<file path="src/rtl/gpio_pkg.sv">
// gpio_pkg: register offsets and reset values shared by the GPIO input port.
package gpio_pkg;
    localparam logic [1:0] GPIO_IN_DATA = 2'd0;
    localparam logic [1:0] GPIO_IN_EDGE = 2'd1;
    localparam logic [1:0] GPIO_IN_MASK = 2'd2;
    localparam logic [1:0] GPIO_IN_RSVD = 2'd3;
    localparam logic       PIN_RESET    = 1'b0;
endpackage

</file>
<file path="src/rtl/gpio_input_port_debounce_bit.sv">
// debounce_bit: two-flop synchroniser plus stable-count debouncer for one input pin.
module debounce_bit #(
    parameter int DEBOUNCE_CYCLES = 50000
) (
    input  logic clk,
    input  logic reset,
    input  logic enable,
    input  logic pin,
    output logic stable
);
    import gpio_pkg::*;
    localparam int CW = $clog2(DEBOUNCE_CYCLES + 1);
    logic [1:0]    sync;
    logic [CW-1:0] cnt;
    always_ff @(posedge clk) begin
        if (reset) begin
            sync   <= {2{PIN_RESET}};
            stable <= PIN_RESET;
            cnt    <= '0;
        end else begin
            sync <= {sync[0], pin};
            if (sync[1] == stable)
                cnt <= '0;
            else if (enable) begin
                if (cnt == CW'(DEBOUNCE_CYCLES - 1)) begin
                    stable <= sync[1];
                    cnt    <= '0;
                end else
                    cnt <= cnt + 1'b1;
            end
        end
    end
endmodule

</file>
<file path="src/rtl/gpio_input_port.sv">
// gpio_input_port: debounced switch inputs with sticky rising-edge flags, mask and level irq.
module gpio_input_port
    import gpio_pkg::*;
#(
    parameter int DATA_WIDTH      = 32,
    parameter int IN_WIDTH        = 8,
    parameter int DEBOUNCE_CYCLES = 50000
) (
    input  logic                  clk,
    input  logic                  reset,
    input  logic                  enable,
    input  logic [IN_WIDTH-1:0]   pins_in,
    input  logic                  rd_en,
    input  logic                  wr_en,
    input  logic [1:0]            addr,
    input  logic [DATA_WIDTH-1:0] wr_data,
    output logic [DATA_WIDTH-1:0] rd_data,
    output logic                  rd_valid,
    output logic                  irq
);
    logic [IN_WIDTH-1:0]   stable, stable_q, edge_q, mask, rise, clr, sel;
    logic [DATA_WIDTH-1:0] rd_mux;
    logic                  unused_wr;
    for (genvar i = 0; i < IN_WIDTH; i++) begin : g_bit
        debounce_bit #(.DEBOUNCE_CYCLES(DEBOUNCE_CYCLES)) u_db (
            .clk(clk), .reset(reset), .enable(enable), .pin(pins_in[i]), .stable(stable[i])
        );
    end
    assign unused_wr = ^wr_data;
    assign rise = stable & ~stable_q;
    // Reads of EDGE clear only what was returned; new rises in the same cycle survive.
    assign clr = (rd_en && addr == GPIO_IN_EDGE ? edge_q : '0)
               | (wr_en && addr == GPIO_IN_EDGE ? wr_data[IN_WIDTH-1:0] : '0);
    assign sel = addr == GPIO_IN_DATA ? stable :
                 addr == GPIO_IN_EDGE ? edge_q :
                 addr == GPIO_IN_MASK ? mask : '0;
    always_comb begin
        rd_mux = '0;
        rd_mux[IN_WIDTH-1:0] = sel;
    end
    always_ff @(posedge clk) begin
        if (reset) begin
            stable_q <= '0;
            edge_q   <= '0;
            mask     <= '0;
            rd_data  <= '0;
            rd_valid <= 1'b0;
            irq      <= 1'b0;
        end else begin
            stable_q <= stable;
            edge_q   <= (edge_q & ~clr) | rise;
            mask     <= wr_en && addr == GPIO_IN_MASK ? wr_data[IN_WIDTH-1:0] : mask;
            rd_data  <= rd_en ? rd_mux : rd_data;
            rd_valid <= rd_en;
            irq      <= |(edge_q & mask);
        end
    end
endmodule
</file>
<file path="config.mk">
export PLATFORM = sky130hd
export DESIGN_NAME = gpio_input_port
export DESIGN_NICKNAME = d
export VERILOG_FILES = /design/src/rtl/gpio_pkg.sv /design/src/rtl/gpio_input_port_debounce_bit.sv /design/src/rtl/gpio_input_port.sv
export SDC_FILE = /design/constraint.sdc
export NUM_CORES = 1
export LEC_CHECK = 0
export CAP_MARGIN = 25
export CORE_MARGIN = 10
export CORE_UTILIZATION = 50
export DETAILED_ROUTE_END_ITERATION = 8
export PLACE_DENSITY = 0.71
export RECOVER_POWER = 100
export SLEW_MARGIN = 20
export SYNTH_ARGS = -nofsm -noshare
export SYNTH_HDL_FRONTEND = slang
export SYNTH_SLANG_ARGS = --single-unit
</file>
<file path="constraint.sdc">
create_clock -name clk -period 1.8 [get_ports clk]
set_input_delay 0.27 -clock clk [delete_from_list [all_inputs] [get_ports clk]]
set_output_delay 0.27 -clock clk [all_outputs]
set_load 0.05 [all_outputs]
</file>
Word-level counts from Yosys, hierarchy flattened
Index checks and enable logic that the tools add are counted.

Bits of input ports: 47. Output and inout port bits: 34. Register bits after elaboration: 186.

Bitwise operators: 15. $add $sub $neg: 8. Eq/ne operators: 18. Muxes and demuxes: 13. Reductions and logical operators: 21.

Operators with widths (number): adder 16 x 1 -> 16 bit (second input constant) (8); equality test 16 bit (second input constant) (8); 2-to-1 mux 16 bit (8); 2-to-1 mux 8 bit (5); bitwise AND 8 bit (3); AND reduction 3 bit (8); inverter 8 bit (2); bitwise OR 8 bit (2); OR reduction 2 bit (8); equality test 1 bit (8); inverter 1 bit (8); OR reduction 8 bit (1); logical AND 1 bit (3); equality test 2 x 1 -> 1 bit (second input constant) (1); equality test 2 bit (second input constant) (1); zero test 2 bit (1).

Depth between registers and ports, before layout
Depth after elaboration: 7. Gate-level depth with buffers: 7. Gate-level depth less buffers: 5.

By module
From an unflattened synthesis, not the netlist that was laid out.

Cell total of the unflattened synthesis: 894. Area total of the unflattened synthesis: 8719.6 µm².

By module, submodules not included: debounce_bit (times used 8, sequential area each 380.4 µm², area an instance 885.8 µm², cells an instance 90); gpio_input_port (times used 1, sequential area each 680.7 µm², area an instance 1632.8 µm², cells an instance 174).

Worst setup path after synthesis
OpenSTA, ideal clock, no wires.

Path type: register -> register. Start: register g_bit[5].u_db.cnt[0]. End: register g_bit[5].u_db.cnt[0]. Period minus slack after synthesis: 1630 ps. Buffers on the path: 2. Path slack: 170 ps. Data arrival time: 1512 ps. Data required time: 1683 ps. Stages on the path, launching flop included: 8. Path through: dfxtp_1 ha_1 and4_1 clkbuf_1 nand4_1 nand2_1 buf_2 nor2_1.

Cells in the longest elaborated chain, start to end: 2. Elaborated cells on any way between the ends: 3. Those cells by class: 1 x add/sub; 1 x eq/ne; 1 x mux.

Ends and longest elaborated chain: from (decl) (RTL line gpio_input_port_debounce_bit.sv:14) `logic [CW-1:0] cnt;`; from (signal assigned) (RTL line gpio_input_port_debounce_bit.sv:29) `cnt <= cnt + 1'b1;`; adder 16 x 1 -> 16 bit / equality test 16 bit (equally long branches) (RTL line gpio_input_port_debounce_bit.sv:29, gpio_input_port_debounce_bit.sv:25); 2-to-1 mux 16 bit (*) (RTL line gpio_input_port_debounce_bit.sv:25) `if (cnt == CW'(DEBOUNCE_CYCLES - 1)) begin`.

Mark *: on every way between the ends. The rest lies on a longest branch, timed or not. A chain may end at the register's enable or synchronous reset.

Final worst setup path
Start: input addr[1]. End: register rd_data[1].

Cells in the longest elaborated chain, start to end: 4. Elaborated cells on any way between the ends: 6. Those cells by class: 2 x eq/ne; 3 x mux; 1 x reduce/logical.

Ends and longest elaborated chain: from (decl) (RTL line gpio_input_port.sv:15) `input logic [1:0] addr,`; equality test 2 bit (RTL line gpio_input_port.sv:36) `addr == GPIO_IN_MASK ? mask : '0;`; 2-to-1 mux 8 bit (RTL line gpio_input_port.sv:36); 2-to-1 mux 8 bit (RTL line gpio_input_port.sv:35) `addr == GPIO_IN_EDGE ? edge_q :`; 2-to-1 mux 8 bit (*) (RTL line gpio_input_port.sv:34) `assign sel = addr == GPIO_IN_DATA ? stable :`; to (signal assigned) (RTL line gpio_input_port.sv:53) `rd_data <= rd_en ? rd_mux : rd_data;`; to (decl) (RTL line gpio_input_port.sv:17) `output logic [DATA_WIDTH-1:0] rd_data,`.

Marks and branches as above.

==> results.toml <==
[place]
portBuffers = 32
dpl.hpwl_um = 10800
gp_congestion = 0.845
placedInstanceArea_um2 = 8830
pre_cts_ws_ns = -0.0273

[worst_setup_path]
rr_worst_depth = 5
required_ns = 2.06
r2r_end = "g_bit[3].u_db.stable$_SDFFE_PP0P_"
worstPathArrival_ns = 1.92
cp-end-kind = "flip-flop"
crit_path_max_fanout = 5
start_kind = "primary input"
reg2reg_from = "g_bit[3].u_db.cnt[12]$_SDFFE_PP0P_"
r2r_setup_slack_ns = 0.16
worstSetupPathType = "primary input to flip-flop"

[routing]
drc = 0
wl_per_cell_um = 12.9
drt_iter0_drc = 266
firstDrtPassIters = 4
wl_um = 15400
vias = 6096
viasPerCell = 5.13
ant_nets = 0

[timing]
hold_viol = 0
drv_slew = 0
fin_crit_ns = 1.66
max_slew_margin_pct = 48.0
tightest_slew_ns = 0.781
setup_ws_ns = 0.136
rsz0062_at_grt = "no"
setup_tns_ns = 0
fin_crit_sh_pct = 92.4
fmax_ghz = 0.601
setup_viol = 0
skew_ns = 0.00820

[power_and_ir_drop]
ir_drop_mv = 0.676
power_density_nw_per_um2 = 910
leakage_nw = 3.20
power.total_mw = 8.56

[synth]
ys_async_sr_fraction_pct = 0
yosysTopAreaCellShare_pct = 45.3
synthSimpleGateAreaFrac_pct = 27.7
netlist_instances = 912
synth_xor_area_share_pct = 12.8
synth.area.mux_share_pct = 3.29
ys_seq_area_share_pct = 45.3
yosysWarnings = 0
synthesis.area_um2 = 8220
synth-seq-cells = 186
synthTopCellsByArea = "dfxtp_1 (45%), xnor2_1 (7.1%), nor2_1 (7.1%), xor2_1 (5.6%), nand4_1 (4.0%)"
synth-adder-area-share_pct = 1.22
synth_top_cell_by_area = "dfxtp_1"
syn_area_per_cell_um2 = 9.02
synthFlopType = "dfxtp_1"
synth_cell_types = 45
synth_compound_area_share_pct = 4.29
synth_edf_count = 0
synth_top_family_by_area = "simple AND/OR/NAND/NOR gates"

[clock_tree]
clock-sinks = 186
clock_path_buffers = 2
tritoncts = "yes"
cts_max_level = 4
cts_hold_buf = 0
cts-root-buf = "clkbuf_16"
clock_latency_ns = 0.42
clk_pin_slew_ns = 0.07
cts_made_buffers = 17

[job]
cap_viol_max_count = 0

[floorplanning]
die_x_um = 148
rows = 46
start_util_pct = 51.4
core_area_um2 = 16000
die-height_um = 148
pin_count = 81
die-area_um2 = 22000

[layout]
finish.instance_area_um2 = 9420
area_growth_pct = 14.5
final_common_cell = "dfxtp_1"
num_antenna_cells = 0
final_cell_mix = "dfxtp_1 (186), nor2_1 (155), xnor2_1 (67)"
fillers = 1446
fin_nets = 1014
final_layout_size_suffix_gt1_share_pct = 6.79

[grt]
grt_usage_pct = 14.2
grt_max_degree = 32
grt_pass1_wl_um = 26600
antenna_found_initial = 0
grt_pass1_vias = 5685
gr-total-overflow = 0

[min_path]
whs_endpoint = "g_bit[2].u_db.cnt[0]$_SDFFE_PP0P_"
min-delay-start = "enable"
hp-class = "primary input to flip-flop"
hold_depth = 4

[status]
status = "completed"
==> cell families after synthesis <==
kind of cell             Yosys count
XOR/XNOR                         120
flip-flops                       186
multiplexers                      27
buffers and inverters             85
AO/OA/AOI/OAI                     52
AND/OR/NAND/NOR                  433
adder cells (fa/ha/maj)            8
other                              1
==> cell usage after synthesis, drive strengths merged (12+ instances only) <==
library cell  number
mux2i             27
nor4bb            12
nand3             33
a21oi             16
and4              19
buf               41
nor2b             26
inv               20
xnor2             67
nand4             53
nor4              22
xor2              53
nand2             46
nor2             155
nor3              17
clkbuf            24
dfxtp            186
==> metrics by stage <==
stage               utilization [%]  hold WS (ns)  instances
global route                   58.8         0.386       1188
floorplan                         -         0.398        935
global placement               55.2         0.413       1155
finish                         58.8         0.359       1188
CTS                            59.1         0.282       1187
detailed placement             55.2         0.411       1155
==> layout make-up <==
class	count	area (µm²)	area share, %
Sequential cell	186	3720	39.5
Timing Repair Buffer	70	563	5.98
Inverter	20	75.1	0.797
Clock inverter	15	213	2.26
Multi-Input combinational cell	664	4150	44.0
Clock buffer	17	425	4.52
Tap cell	216	270	2.87
==> worst max path at each step <==
stage                                             from                            endpoint  cells past startpoint  slack (ns)
detailed placement                             addr[0]                edge_q[6]$_SDFF_PP0_                      4       -0.03
floorplan            g_bit[5].u_db.cnt[0]$_SDFFE_PP0P_   g_bit[5].u_db.cnt[0]$_SDFFE_PP0P_                      7        0.17
CTS                 g_bit[3].u_db.cnt[12]$_SDFFE_PP0P_  g_bit[3].u_db.cnt[10]$_SDFFE_PP0P_                      4        0.09
global route                                     reset  g_bit[5].u_db.cnt[13]$_SDFFE_PP0P_                      6        0.03
finish                                         addr[1]             rd_data[1]$_SDFFE_PP0P_                      7        0.14
global placement                               addr[0]                edge_q[2]$_SDFF_PP0_                      4        0.02
==> critical path, cell delays in order <==
cell           delay (ns)
dlygate4sd3_1        0.55
clkbuf_1             0.23
clkbuf_1             0.28
mux2i_1              0.24
nor2_1               0.05
a21oi_1              0.19
a211oi_1             0.10
==> power breakdown <==
| group | internal (mW) | total (mW) | leakage [nW] | switching [mW] |
|---|---|---|---|---|
| Sequential | 4.15 | 4.17 | 1.50 | 0.0187 |
| Clock | 2.36 | 3.98 | 0.306 | 1.62 |
| Combinational | 0.126 | 0.412 | 1.39 | 0.286 |
| Total | 6.64 | 8.56 | 3.20 | 1.93 |
==> sequential cells by signal (all words and copies together), names as in the netlist <==
name               count
g_bit.u_db.cnt       128
stable_q               8
mask                   8
rd_valid               1
g_bit.u_db.stable      8
g_bit.u_db.sync       16
irq                    1
edge_q                 8
rd_data                8
==> layer usage <==
metal | part of all wire (%) | GRT usage, %
met1 | 50 | 18.9
met2 | 44 | 22.1
met3 | 4.3 | 3.70
met4 | 1.0 | 3.91
met5 | 0 | 0
==> what timing repair did <==
action	4_1_cts	5_1_grt
setup endpoints to repair	10	16
cloned	0	0
setup buffers	0	1
gates resized for setup	10	0
hold endpoints to repair	0	0
pin swaps	0	1
No activity file was read; power rests on OpenSTA's default activity.
